**config.mk**
```make
export PLATFORM = sky130hd
export DESIGN_NAME = fp_result_fifo
export DESIGN_NICKNAME = d
export VERILOG_FILES = /design/src/rtl/fp_result_fifo_pkg.sv /design/src/rtl/fifo_ptr_ctrl.sv /design/src/rtl/fp_result_fifo.sv
export SDC_FILE = /design/constraint.sdc
export NUM_CORES = 1
export LEC_CHECK = 0
export CORE_MARGIN = 4
export CORE_UTILIZATION = 58
export DETAILED_ROUTE_END_ITERATION = 8
export PLACE_DENSITY = 0.87
export SLEW_MARGIN = 20
export SYNTH_ARGS = -nofsm -noshare
export SYNTH_HDL_FRONTEND = slang
export SYNTH_SLANG_ARGS = --single-unit
```
**constraint.sdc**
```tcl
create_clock -name clk -period 4.1 [get_ports clk]
set_clock_uncertainty 0.2 [all_clocks]
set_input_delay 0.82 -clock clk [delete_from_list [all_inputs] [get_ports clk]]
set_output_delay 0.82 -clock clk [all_outputs]
set_load 0.01 [all_outputs]
```
**src/rtl/fp_result_fifo_pkg.sv**
```systemverilog
// Shared types for the multiplier result FIFO.
package fp_result_fifo_pkg;

  // Occupancy state; the encoding doubles as {ins_ready, outs_valid}.
  typedef enum logic [1:0] {
    ST_EMPTY   = 2'b10,
    ST_PARTIAL = 2'b11,
    ST_FULL    = 2'b01
  } fifo_state_e;

endpackage

```
**src/rtl/fifo_ptr_ctrl.sv**
```systemverilog
// Head/tail/count bookkeeping and occupancy flags for fp_result_fifo.
module fifo_ptr_ctrl
  import fp_result_fifo_pkg::*;
#(
  parameter int unsigned NUM_SLOTS = 4,
  localparam int unsigned PTR_W = $clog2(NUM_SLOTS),
  localparam int unsigned CNT_W = $clog2(NUM_SLOTS + 1)
) (
  input  logic             clk,
  input  logic             rst,
  input  logic             ins_valid,
  input  logic             outs_ready,
  output logic             ins_ready,
  output logic             outs_valid,
  output logic             wr_en_c,
  output logic [PTR_W-1:0] head,
  output logic [PTR_W-1:0] tail,
  output logic [CNT_W-1:0] count
);

  logic [PTR_W-1:0] head_q, head_d;
  logic [PTR_W-1:0] tail_q, tail_d;
  logic [CNT_W-1:0] count_q, count_d;
  fifo_state_e      state_q, state_d;
  logic             push_c, pop_c;

  // Explicit wrap so non-power-of-two depths work.
  function automatic logic [PTR_W-1:0] ptr_inc(input logic [PTR_W-1:0] p);
    return (p == PTR_W'(NUM_SLOTS - 1)) ? '0 : p + PTR_W'(1);
  endfunction

  // Next-state for pointers, occupancy and flags.
  always_comb begin
    head_d  = head_q;
    tail_d  = tail_q;
    count_d = count_q;
    state_d = state_q;
    push_c  = ins_valid & state_q[1];
    pop_c   = state_q[0] & outs_ready;
    if (push_c) tail_d = ptr_inc(tail_q);
    if (pop_c)  head_d = ptr_inc(head_q);
    unique case ({push_c, pop_c})
      2'b10:   count_d = count_q + CNT_W'(1);
      2'b01:   count_d = count_q - CNT_W'(1);
      default: count_d = count_q;
    endcase
    if (count_d == '0)                        state_d = ST_EMPTY;
    else if (count_d == CNT_W'(NUM_SLOTS))    state_d = ST_FULL;
    else                                      state_d = ST_PARTIAL;
  end

  // State registers; reset discards all stored words.
  always_ff @(posedge clk or negedge rst) begin
    if (!rst) begin
      head_q  <= '0;
      tail_q  <= '0;
      count_q <= '0;
      state_q <= ST_EMPTY;
    end else begin
      head_q  <= head_d;
      tail_q  <= tail_d;
      count_q <= count_d;
      state_q <= state_d;
    end
  end

  assign ins_ready  = state_q[1];
  assign outs_valid = state_q[0];
  assign wr_en_c    = push_c;
  assign head       = head_q;
  assign tail       = tail_q;
  assign count      = count_q;

endmodule

```
**src/rtl/fp_result_fifo.sv**
```systemverilog
// Elastic non-transparent FIFO behind the FP multiplier result port.
module fp_result_fifo
  import fp_result_fifo_pkg::*;
#(
  parameter int unsigned DATA_WIDTH = 32,
  parameter int unsigned NUM_SLOTS  = 4
) (
  input  logic                           clk,
  input  logic                           rst,
  input  logic [DATA_WIDTH-1:0]          ins,
  input  logic                           ins_valid,
  output logic                           ins_ready,
  output logic [DATA_WIDTH-1:0]          outs,
  output logic                           outs_valid,
  input  logic                           outs_ready,
  output logic [$clog2(NUM_SLOTS+1)-1:0] count
);

  localparam int unsigned PTR_W = $clog2(NUM_SLOTS);

  logic [DATA_WIDTH-1:0] mem_q [NUM_SLOTS];
  logic [PTR_W-1:0]      head, tail;
  logic                  wr_en_c;

  fifo_ptr_ctrl #(.NUM_SLOTS(NUM_SLOTS)) u_ptr_ctrl (
    .clk        (clk),
    .rst        (rst),
    .ins_valid  (ins_valid),
    .outs_ready (outs_ready),
    .ins_ready  (ins_ready),
    .outs_valid (outs_valid),
    .wr_en_c    (wr_en_c),
    .head       (head),
    .tail       (tail),
    .count      (count)
  );

  // Storage array; contents intentionally not reset.
  always_ff @(posedge clk) begin
    if (wr_en_c) mem_q[tail] <= ins;
  end

  assign outs = mem_q[head];

endmodule
```
==> metrics.md, run 1 <==
| Metric | Value |
|---|---|
| Status | `complete, no violations` |
| Setup violators final | `0` |
| CP Launch Point | `u_ptr_ctrl.head[0]$_DFFE_PN0N_` |
| Max VDD drop | `between 0.5 and 0.6 mV` |
| Critical path type | `flop to output port` |
| Switch share | `a little over a quarter` |
| Slew @ Worst Pin | `between 0.8 and 0.9 ns` |
| CTS Buf Count | `17` |
| Remaining antenna violation count | `0` |
| CTS root buf | `clkbuf_8` |
| Placed wire-length estimate | `5300 um` |
| Area Growth Syn to Fin | `27.2%` |
| Unique masters post-synth | `24` |
| Core area | `a little under 9000 um2` |
| Worst Reg-to-Reg Cells | `6` |
| Avg Synthesized Cell Area | `between 20 and 25 um2` |
| Die extent in x | `~100 um` |
| Die area | `10,500 um2` |
| DRT Pass-1 Iters | `5` |
| Routability cong. | `between 0.7 and 0.8` |
| Number of diodes | `0` |
| Max Freq | `between 0.2 and 0.3 GHz` |
| PnR worst setup slack | `approximately 0.57 ns` |
| RSZ-0062 raised after global routing | `false` |
| Min-delay worst type | `flop to flop` |
| Clock Pin Slew Worst Setup and Hold Paths | `around 0.060 ns` |
| Port Buffer Count | `between 70 and 80` |
| Site Rows | `34` |
| # nets final | `340` |
| Buf/Inv on CP | `2` |
| Hold path startpoint | `u_ptr_ctrl.tail[1]$_DFFE_PN0P_` |
| Aggregate global-route resource usage | `between 10% and 20%` |
| Pleak | `2.22 nW` |
| Filler cells | `between 400 and 500` |
| Total congestion overflow | `0` |
| H-tree levels | `4` |
| Vias in the first global route | `between 2k and 3k` |
| Critical-path maximum fanout | `22` |
| Vias per cell | `about 5.7` |
| Skew-Pair Late Insertion Delay | `about 0.49 ns` |
| Maxcap violations | `0` |
| CTS Hold Bufs | `0` |
| Pwr dens | `between 700 and 800 nW/um2` |
| DRC Markers | `0` |
| Final period util | `86.0%` |
| Layout cells sized above 1 | `23.2%` |
| Initial antenna violation count | `0` |
| Relative slew slack | `42.3%` |
| Die height | `between 100 and 150 um` |
| Mapped Area | `5170 um2` |
| Via count | `2,389` |
| Final worst path period need | `~3.5 ns` |
| Worst path cell trace | `buf_12, mux4_1, clkdlybuf4s50_1` |
| Post-CTS Resized | `0` |
| Internal | `roughly 0.0036 W` |
| Starting density of the core | `59.3%` |
| Critical path's slowest cell | `dfrtp_2` |
| Setup WS pre-CTS | `just over 1 ns` |
| RR Startpoint | `u_ptr_ctrl.state_q[1]$_DFF_PN1_` |
| Clock sink count | `between 100 and 150` |
| Setup crit end kind | `output port` |
| Startpoint Class | `flop` |
| Logic gate share of total power | `29.8%` |
| Starting DRT DRC Count | `between 100 and 150` |
| Final Hold Viols | `0` |
| Yosys warns | `0` |
| CP peak stage delay | `between 0.6 and 0.7 ns` |
| Syn Nets | `between 200 and 300` |
| FF-to-FF setup slack | `1.75 ns` |
| Fin. max-slew vios | `0` |
| Cell family with most CP delay | `buffers and inverters` |
| Part of the power in the clock network | `30.7%` |
| First-pass GRT wire length | `13,800 um` |
| Worst Setup EP | `outs[21]` |
| I/O pin count | `73` |
| Cells after Synth | `~210` |
| Stages on worst setup path | `3` |
| Max clock buf depth | `2` |
| WL final | `between 8000 and 9000 um` |
| Worst path required time | `3.08 ns` |
| Post-CTS setup buffer count | `0` |
| P_sw | `0.00136 W` |
| Seq/Total Area, Yosys | `78.7%` |
| Worst Path Arrival | `between 2 and 3 ns` |
| Setup TNS | `0 ns` |
| R2R Path End | `u_ptr_ctrl.state_q[0]$_DFF_PN0_` |
| Synth Register Bits | `roughly 140` |
| Maximum number of pins on one net before global-route repair | `33` |
| Routed len/inst | `approximately 21 um` |
| Seq pwr share | `between 30% and 40%` |
| CTS tree | `built` |
-- flip-flops by register name (all words and copies together), names as in the netlist --
register	count
u_ptr_ctrl.head	2
u_ptr_ctrl.tail	2
mem_q	128
u_ptr_ctrl.count	3
u_ptr_ctrl.state_q	2
-- per-stage QoR --
step | hold slack, ns | total power, W | instances | area [um2] | util (%)
5_1_grt | 0.415 | 0.00519 | 418 | 6590 | 75.5
6_report | 0.396 | 0.00497 | 418 | 6590 | 75.5
4_1_cts | 0.400 | 0.00503 | 418 | 6590 | 75.5
2_1_floorplan | 0.324 | 0.00284 | 211 | 5170 | -
3_3_place_gp | 0.348 | 0.00344 | 386 | 5980 | 68.6
3_5_place_dp | 0.360 | 0.00350 | 386 | 5980 | 68.6
-- cell usage in the layout, fill, tap and decap left out, drive strengths merged, types with 4 or more instances in the layout --
master | netlist | routed
mux4 | 32 | 32
dfrtp | 8 | 8
inv | 3 | 9
edfxtp | 128 | 128
and3 | 4 | 4
ha | 6 | 6
clkdlybuf4s50 | 0 | 72
clkbuf | 1 | 17
-- layer usage --
layer / track usage [%] / wire, um / share of wire (%)
met5: 0 / 0 / 0
met4: 5.15 / 40 / 0.45
met3: 6.21 / 557 / 6.3
met2: 31.5 / 4820 / 54
met1: 22.6 / 3490 / 39
-- power by group through the flow --
stage          Sequential (W)  Combinational, W  Clock (W)
2_1_floorplan         0.00194          0.000906          0
6_report              0.00196           0.00148    0.00152
3_3_place_gp          0.00197           0.00147          0
3_5_place_dp          0.00199           0.00150          0
5_1_grt               0.00199           0.00159    0.00161
4_1_cts               0.00197           0.00152    0.00154
-- cells in the mapped netlist, drive strengths merged --
master	instances	area, um2
o21ai	2	10.0
clkbuf	1	3.75
or2	1	6.26
inv	3	11.3
mux2	3	33.8
nor4bb	1	10.0
ha	6	75.1
nor3	2	10.0
and3	4	25.0
a21o	2	15.0
nor3b	2	15.0
edfxtp	128	3840
mux4	32	736
xnor2	3	26.3
nand2	2	7.51
a21oi	1	5.00
o221ai	1	8.76
buf	7	86.3
dfstp	1	26.3
dfrtp	8	200
fa	1	20.0
-- worst register-to-register path, stage by stage, from the launching register on --
cell and delay [ns]:
dfstp_2 0.56, nand2_1 0.12, ha_1 0.26, fa_1 0.40, xnor2_1 0.21, o21ai_0 0.27, o221ai_1 0.18
-- area by class of cell --
| cell class | count | area (um2) | area share [%] |
|---|---|---|---|
| Sequential cell | 137 | 4070 | 61.8 |
| Multi-Input combinational cell | 63 | 1010 | 15.3 |
| Timing Repair Buffer | 75 | 756 | 11.5 |
| Clock buffer | 17 | 414 | 6.29 |
| Clock inverter | 15 | 189 | 2.87 |
| Tap cell | 108 | 135 | 2.05 |
| Inverter | 3 | 11.3 | 0.171 |
-- logic make-up (layout without fill, tap and decap cells) --
family	after synthesis	in the layout	share of synthesized area, %
flops	137	137	78.7
simple gates	12	12	1.43
buf+inv	11	110	1.96
xor+xnor	3	3	0.508
compound gates	6	6	0.749
fa+ha+maj	7	7	1.84
mux	35	35	14.9
-- how the worst min path moves through the flow --
stage	to	slack [ns]	cells after the start
after floorplan	u_ptr_ctrl.count[0]$_DFF_PN0_	0.32	0
final	u_ptr_ctrl.tail[1]$_DFFE_PN0P_	0.40	1
after detailed placement	u_ptr_ctrl.tail[0]$_DFFE_PN0P_	0.36	1
after CTS	u_ptr_ctrl.tail[0]$_DFFE_PN0P_	0.40	1
after global routing	u_ptr_ctrl.tail[1]$_DFFE_PN0P_	0.41	1
after global placement	u_ptr_ctrl.tail[0]$_DFFE_PN0P_	0.35	1
Power figures use the tool's default switching activity.
==> run 2: changes to the inputs <==
--- a/config.mk
+++ b/config.mk
@@ -5,10 +5,13 @@
 export SDC_FILE = /design/constraint.sdc
 export NUM_CORES = 1
 export LEC_CHECK = 0
+export ABC_CLOCK_PERIOD_IN_PS = 4100
 export CORE_MARGIN = 4
 export CORE_UTILIZATION = 58
 export DETAILED_ROUTE_END_ITERATION = 8
+export GPL_ROUTABILITY_DRIVEN = 0
 export PLACE_DENSITY = 0.87
+export SKIP_CTS_REPAIR_TIMING = 1
 export SLEW_MARGIN = 20
 export SYNTH_ARGS = -nofsm -noshare
 export SYNTH_HDL_FRONTEND = slang
==> results of run 2 <==
Final layout, timing and power as in run 1 (identical DEF).
